`config.mk`:
```
export PLATFORM = sky130hd
export DESIGN_NAME = prog_loader
export DESIGN_NICKNAME = d
export VERILOG_FILES = /design/src/rtl/prog_loader.sv
export SDC_FILE = /design/constraint.sdc
export NUM_CORES = 1
export LEC_CHECK = 0
export ABC_AREA = 1
export BUFFER_PORTS_ARGS = -buffer_cell sky130_fd_sc_hd__buf_2
export CAP_MARGIN = 20
export CORE_UTILIZATION = 53
export DETAILED_ROUTE_END_ITERATION = 8
export PLACE_DENSITY = 0.82
export REMOVE_ABC_BUFFERS = 1
export SETUP_SLACK_MARGIN = 0.05
export SYNTH_ARGS = -nofsm -noshare
export SYNTH_HDL_FRONTEND = slang
export SYNTH_SLANG_ARGS = --single-unit
```
`constraint.sdc`:
```
create_clock -name CLK -period 3.2 [get_ports CLK]
set_input_delay 0.32 -clock CLK [delete_from_list [all_inputs] [get_ports CLK]]
set_output_delay 0.32 -clock CLK [all_outputs]
set_load 0.02 [all_outputs]
```
`src/rtl/prog_loader.sv`:
```
// Boot loader: takes a byte stream (16-bit word count, then big-endian words) and writes it to memory, then releases core_rst.
// Optional trailing XOR checksum byte when LOADER_CHECKSUM_EN is defined.
module prog_loader #(
  parameter int N = 5,
  parameter int M = 32
) (
  input  logic         CLK,
  input  logic         RST,
  input  logic         in_valid,
  output logic         in_ready,
  input  logic [7:0]   in_byte,
  output logic         load_we,
  output logic [N-1:0] load_addr,
  output logic [M-1:0] load_data,
  output logic         core_rst,
  output logic         done,
  output logic         err
);

  typedef enum logic [2:0] {
    S_HDR_HI,
    S_HDR_LO,
    S_DATA,
    S_WRITE,
`ifdef LOADER_CHECKSUM_EN
    S_CHK,
`endif
    S_DONE,
    S_ERR
  } state_t;

`ifdef LOADER_CHECKSUM_EN
  localparam state_t S_FINAL = S_CHK;
`else
  localparam state_t S_FINAL = S_DONE;
`endif

  localparam logic [16:0] CAP = 17'(2**N);

  state_t         r_state;
  state_t         w_next;
  logic [15:0]    r_cnt;
  logic [1:0]     r_bcnt;
  logic [N-1:0]   r_idx;
  logic [M-9:0]   r_word;
  logic [N-1:0]   r_load_addr;
  logic [M-1:0]   r_load_data;
  logic           r_core_rst;
  logic           w_xfer;
  logic [15:0]    w_cnt_full;
  logic [M-1:0]   w_shift;
  logic           w_last;
`ifdef LOADER_CHECKSUM_EN
  logic [7:0]     r_csum;
`endif

  assign in_ready = (r_state == S_HDR_HI) || (r_state == S_HDR_LO) || (r_state == S_DATA)
`ifdef LOADER_CHECKSUM_EN
                    || (r_state == S_CHK)
`endif
                    ;
  assign w_xfer     = in_valid && in_ready;
  assign w_cnt_full = {r_cnt[15:8], in_byte};
  assign w_shift    = {r_word, in_byte};
  assign w_last     = (({{(17-N){1'b0}}, r_idx} + 17'd1) == {1'b0, r_cnt});

  assign load_addr = r_load_addr;
  assign load_data = r_load_data;
  assign core_rst  = r_core_rst;

  always_ff @(posedge CLK or posedge RST) begin
    if (RST) r_state <= S_HDR_HI;
    else     r_state <= w_next;
  end

  always_comb begin
    w_next  = r_state;
    load_we = 1'b0;
    done    = 1'b0;
    err     = 1'b0;
    case (r_state)
      S_HDR_HI: if (w_xfer) w_next = S_HDR_LO;
      S_HDR_LO: begin
        if (w_xfer) begin
          if (w_cnt_full == 16'd0)              w_next = S_FINAL;
          else if ({1'b0, w_cnt_full} > CAP)    w_next = S_ERR;
          else                                  w_next = S_DATA;
        end
      end
      S_DATA: if (w_xfer && (r_bcnt == 2'd3)) w_next = S_WRITE;
      S_WRITE: begin
        load_we = 1'b1;
        w_next  = w_last ? S_FINAL : S_DATA;
      end
`ifdef LOADER_CHECKSUM_EN
      S_CHK: if (w_xfer) w_next = (in_byte == r_csum) ? S_DONE : S_ERR;
`endif
      S_DONE:  done = 1'b1;
      S_ERR:   err  = 1'b1;
      default: w_next = S_ERR;
    endcase
  end

  // load_addr/load_data are captured as the word completes so they hold after the write.
  always_ff @(posedge CLK or posedge RST) begin
    if (RST) begin
      r_cnt       <= '0;
      r_bcnt      <= '0;
      r_idx       <= '0;
      r_word      <= '0;
      r_load_addr <= '0;
      r_load_data <= '0;
      r_core_rst  <= 1'b1;
`ifdef LOADER_CHECKSUM_EN
      r_csum      <= '0;
`endif
    end else begin
      r_core_rst <= (w_next != S_DONE);
      if (r_state == S_WRITE) r_idx <= r_idx + 1'b1;
      if (w_xfer) begin
        case (r_state)
          S_HDR_HI: r_cnt[15:8] <= in_byte;
          S_HDR_LO: r_cnt[7:0]  <= in_byte;
          S_DATA: begin
            r_word <= w_shift[M-9:0];
            r_bcnt <= r_bcnt + 2'd1;
`ifdef LOADER_CHECKSUM_EN
            r_csum <= r_csum ^ in_byte;
`endif
            if (r_bcnt == 2'd3) begin
              r_load_addr <= r_idx;
              r_load_data <= w_shift;
            end
          end
          default: ;
        endcase
      end
    end
  end

endmodule
```
# Word level (Yosys, flattened, before mapping)
# Index checks and enable logic that the tools add are counted.
[totals] output_inout_bits=42 inputBits=11 reg_bits=88 wordCells=42
[op_classes] muxes=10 magnitude_cmp=1 n_addsub=3 n_reduce_logical=11 n_eq_ne=8
[op_table] op="$mux W3" n=6
[op_table] op="$eq A6 B16 Y1" n=1
[op_table] op="$gt A16 B6 Y1 const B" n=1
[op_table] op="$logic_not A16 Y1" n=1
[op_table] op="$pmux W3 S5" n=1
[op_table] op="$add A5 B1 Y6 const B" n=1
[op_table] op="$eq A3 B2 Y1 const B" n=2
[op_table] op="$eq A3 B3 Y1 const B" n=2
[op_table] op="$reduce_and A2 Y1" n=3
[op_table] op="$add A5 B1 Y5 const B" n=1
[op_table] op="$eq A3 B1 Y1 const B" n=1
[op_table] op="$logic_not A3 Y1" n=1
[op_table] op="$mux W1" n=3
[op_table] op="$ne A3 B3 Y1 const B" n=1
[op_table] op="$reduce_and A3 Y1" n=1
[op_table] op="$add A2 B1 Y2 const B" n=1
[op_table] op="$eq A2 B2 Y1 const B" n=1
[op_table] op="$logic_and A1 B1 Y1" n=2
[op_table] op="$logic_or A1 B1 Y1" n=2
[op_table] op="$reduce_or A2 Y1" n=1

# Logic depth before layout (Yosys ltp)
[logic_depth] word_depth=8 mapped_depth=11 depth_no_buf=11

# Least setup slack after synthesis
# No wires, ideal clock.
[synth_timing] path_type="reg-to-reg" startpoint="register r_idx[0]" endpoint="register r_state[1]" setup_time_ns=0.126 setup_slack_ns=1.788 t_required_ns=3.074 synth_period_minus_slack_ns=1.412 stages_incl_launch_ff=11 n_path_buf=0 arrival_time_ns=1.286 path_cell_list="dfrtp_1 -> ha_1 -> inv_1 -> nand2_1 -> nand3_1 -> nor2_1 -> nand3_1 -> nor2_1 -> nand2_1 -> nand2_1 -> nand3_1"
[synth_between] elab_chain_cells=4
[synth_lines] element="start, declared" line="44" rtl="logic [N-1:0] r_idx;"
[synth_lines] element="start signal, assigned" line="119" rtl="if (r_state == S_WRITE) r_idx <= r_idx + 1'b1;"
[synth_lines] element="$add A5 B1 Y6" line="65" rtl="assign w_last = (({{(17-N){1'b0}}, r_idx} + 17'd1) == {1'b0, r_cnt});"
[synth_lines] element="$eq A6 B16 Y1" line="65"
[synth_lines] element="$mux W3" line="93" rtl="w_next = w_last ? S_FINAL : S_DATA;"
[synth_lines] element="$pmux W3 S5" line="81" rtl="case (r_state)"
[synth_lines] element="net w_next[1]" line="41" rtl="state_t w_next;"
[synth_lines] element="end signal, assigned" line="73" rtl="else r_state <= w_next;"
[synth_lines] element="end, declared" line="40" rtl="state_t r_state;"
# The timed path passes the listed nets, and every way through them passes these cells.
# A chain may end at the register's enable or synchronous reset.

# Worst setup path after layout
[layout_timing] startpoint="register r_state[2]" endpoint="register r_state[0]"
[layout_between] elab_chain_cells=7 word_cells_on_any_way=15 cone_classes="eq/ne (5); mux (4); reduce/logical (6)"
[layout_lines] element="$eq A3 B1 Y1 / $logic_not A3 Y1 (equally long branches)" line="57, 81"
[layout_lines] element="$logic_or A1 B1 Y1 (2 in series)" line="57" rtl="assign in_ready = (r_state == S_HDR_HI) || (r_state == S_HDR_LO) || (r_state == S_DATA)"
[layout_lines] element="$logic_and A1 B1 Y1" line="62" rtl="assign w_xfer = in_valid && in_ready;"
[layout_lines] element="$logic_and A1 B1 Y1" line="90" rtl="S_DATA: if (w_xfer && (r_bcnt == 2'd3)) w_next = S_WRITE;"
[layout_lines] element="$mux W3" line="90"
[layout_lines] element="$pmux W3 S5 (*)" line="81"
[layout_lines] element="net w_next[0]" line="41"
# The timed path passes the listed nets; every way through them passes the cells marked *.

==> flow_metrics.py <==
metrics = {
    "timing": {
        "slew_viol_final": 0,
        "grt_setup_unrepaired": "no",
        "setup_tns_ns": 0,
        "final_hold_viol_count": 0,
        "fin_crit_ns": 1.92,
        "period_share": 0.599,
        "tightest_slew_ns": 0.794,
        "fin_worst_skew_ns": 0.00618,
        "max-slew-margin-rel": 0.469,
        "fmax_ghz": 0.522,
        "setup_violations": 0,
    },
    "place": {
        "place_area_um2": 3940,
        "gp_congestion": 0.881,
        "dpl.hpwl_mm": 4.81,
        "dp_cells": 523,
        "port_buffers": 52,
    },
    "critical_path": {
        "critPathLaunchType": "register",
        "cpMaxStageDelayCell": "nand2_2",
        "critPathRequiredTime_ns": 3.45,
        "cp-startpoint": "r_state[2]",
        "crit_fanout": 36,
        "cp.arrival_ns": 2.16,
        "endpoint_kind": "register",
        "critPathMaxStageDelay_ns": 0.47,
        "cp_top_family": "simple AND/OR/NAND/NOR gates",
        "path_cells": "inv_2 > nand3_2 > nor2_4 > nand2_2 > buf_4 > nand2_1 > a21oi_1 > inv_1",
        "crit_type": "register to register",
        "r2r-start": "r_state[2]",
        "critPathBufInv": 3,
    },
    "global_route": {
        "grt_pass1_vias": 2619,
        "antenna_found_initial": 0,
        "globalRouteTotalUtil": 0.216,
        "grt_pass1_wl_mm": 11.9,
        "grt_start_max_net_pins": 50,
        "overflow": 0,
    },
    "cells_and_area": {
        "multi_input_area_um2": 1130,
        "nets": 470,
        "area.growth.synth_to_final_pct": 14.2,
        "n_antenna_cell": 0,
        "fill_cells": 536,
        "seqCellArea_um2": 2200,
        "layout.cells.non_filler": 538,
        "layout-drive-gt1-share": 0.174,
        "stdcell_area_um2": 4160,
        "final_core_util": 0.640,
    },
    "floorplanning": {
        "fp.dieH_um": 84.9,
        "dieArea_um2": 7210,
        "initial_core_util": 0.561,
        "fp.coreArea_um2": 6490,
        "io_pins": 53,
        "rows": 29,
        "dieWidth_um": 84.9,
    },
    "clock_network": {
        "cts_setup_buffers": 0,
        "tritoncts": "yes",
        "cts_resized": 0,
        "h-tree-depth": 3,
        "clock-root-buffer": "clkbuf_8",
        "clkTransAtPathRegs_ns": 0.09,
        "cts_hold_buffers": 0,
        "cts_buffer_depth": 2,
        "worstSkewPairLatency_ns": 0.35,
        "clock_sinks": 88,
        "cts_buffers": 9,
    },
    "logic_synthesis": {
        "synth_top_family_by_area": "simple AND/OR/NAND/NOR gates",
        "ys_top_cells_by_area": "dfrtp_1 (60%), nand2_1 (12%), o21ai_0 (6.5%)",
        "synth-xor-area-share": 0.00481,
        "synth_area_per_cell_um2": 8.97,
        "ys_types": 23,
        "synth_compound_area_frac": 0.119,
        "yosysWarnings": 0,
        "ys_ff_latch": 88,
        "yosys.area_share.simple": 0.175,
        "synth_top_cell_by_area": "dfrtp_1",
        "synth_area_um2": 3640,
        "yosysTopAreaCellShare": 0.598,
        "postSynthCellCount": 406,
        "muxShareOfSynthArea": 0.00412,
        "yosys.area_share.adder": 0.00687,
        "seq_area_frac_synth": 0.605,
    },
    "outcome": {
        "failed_checks": "DRC",
        "status": "finished, violations left",
    },
    "route": {
        "vias_per_cell": 5.16,
        "dr.first_iter.drc_count": 147,
        "drtPass1Iterations": 7,
        "ant_nets": 0,
        "finalWirelength_mm": 6.93,
        "drt-wirelength-per-cell_um": 12.9,
        "vias": 2774,
        "drc": 5,
    },
    "pwr": {
        "peakVddDrop_mv": 0.246,
        "finalPower_mw": 2.05,
        "powerDensity_nw_per_um2": 493,
        "power_leakage_nw": 2.15,
    },
    "worst_hold_path": {
        "hold_class": "primary input to async pin",
    },
    "job": {
        "drv_cap": 0,
    },
}
[registers in the layout, summed over array words and instances (netlist names)]
name,flops
r_bcnt,2
core_rst,1
load_addr,5
load_data,32
r_state,3
r_word,24
r_cnt,16
r_idx,5
[cells in the final DEF, fill, tap and decap left out]
cell        synthesis  routed
a21oi_1             2       2
nor3_1              2       2
clkinv_4            0       1
mux2_4              1       1
nand2_1           119     118
nor2_1             17      17
o21ai_1            36      36
dfstp_2             1       1
nand3_2             1       1
buf_2               5      52
clkinv_2            0       2
bufinv_16           0       2
ha_1                2       2
nor2_4              1       1
clkinvlp_4          0       1
dfrtp_1            87      87
inv_2               2       2
o21a_1              1       1
buf_12              0       1
nor3_4              1       1
o21ai_0            47      47
nand2_2             0       1
xor2_1              2       2
buf_4               4       3
nand3_1            12      12
clkbuf_8            0      10
inv_1              53      52
nand4_1             3       3
[Yosys cell counts]
library cell and instances:
nor2_4 1, dfrtp_1 87, nand4_1 3, o21ai_1 36, xor2_1 2, mux2_4 1
nand2_1 119, dfstp_2 1, inv_1 53, nand3_1 12, buf_4 4, nor2_1 17
a21oi_1 2, buf_2 5, o21ai_0 47, nor3_4 1, o21a_1 1, nand3_2 1
inv_2 2, ha_1 2, nor3_1 2, buf_6 3, clkbuf_1 4
[routing by layer]
metal	up-vias	part of all wire	track usage
met1	1301	0.46	0.293
met3	13	0.049	0.0379
met2	79	0.47	0.336
met5	-	0	0
met4	0	0.021	0.116
li1	1381	-	-
[cells by family after synthesis]
| kind of cell | after synthesis |
|---|---|
| xor+xnor | 2 |
| compound gates | 86 |
| mux | 1 |
| simple gates | 156 |
| buf+inv | 71 |
| fa+ha+maj | 2 |
| flops | 88 |
[area by class of cell]
class | count | share of cell area
clock buffer | 10 | 0.0331
sequential | 88 | 0.530
timing repair buffer | 56 | 0.0728
clock inverter | 5 | 0.0196
inverter | 55 | 0.0499
multi-input combinational | 247 | 0.272
tap | 77 | 0.0232
[report_power, final]
part	internal (mW)	switching, mW
Clock	0.456	0.372
Sequential	1.13	0.0109
Combinational	0.0208	0.0558
Total	1.61	0.439
[worst paths after layout]
path	to	slack, ns	cells after the start
max	r_state[0]	1.28	8
min	load_data[19]	0.06	2
max reg2reg	r_state[0]	1.28	8
min reg2reg	r_bcnt[0]	0.48	1
max in group asynchronous	r_idx[3]	2.46	3
min in group CLK	r_word[6]	0.23	3
[stage by stage]
| step | hold slack (ns) | worst slack (ns) |
|---|---|---|
| floorplan | 0.441 | 0.206 |
| global placement | 0.445 | 1.32 |
| detailed placement | 0.456 | 1.29 |
| CTS | 0.0678 | 1.26 |
| global route | 0.107 | 1.11 |
| finish | 0.0593 | 1.28 |
Power figures use the tool's default switching activity.
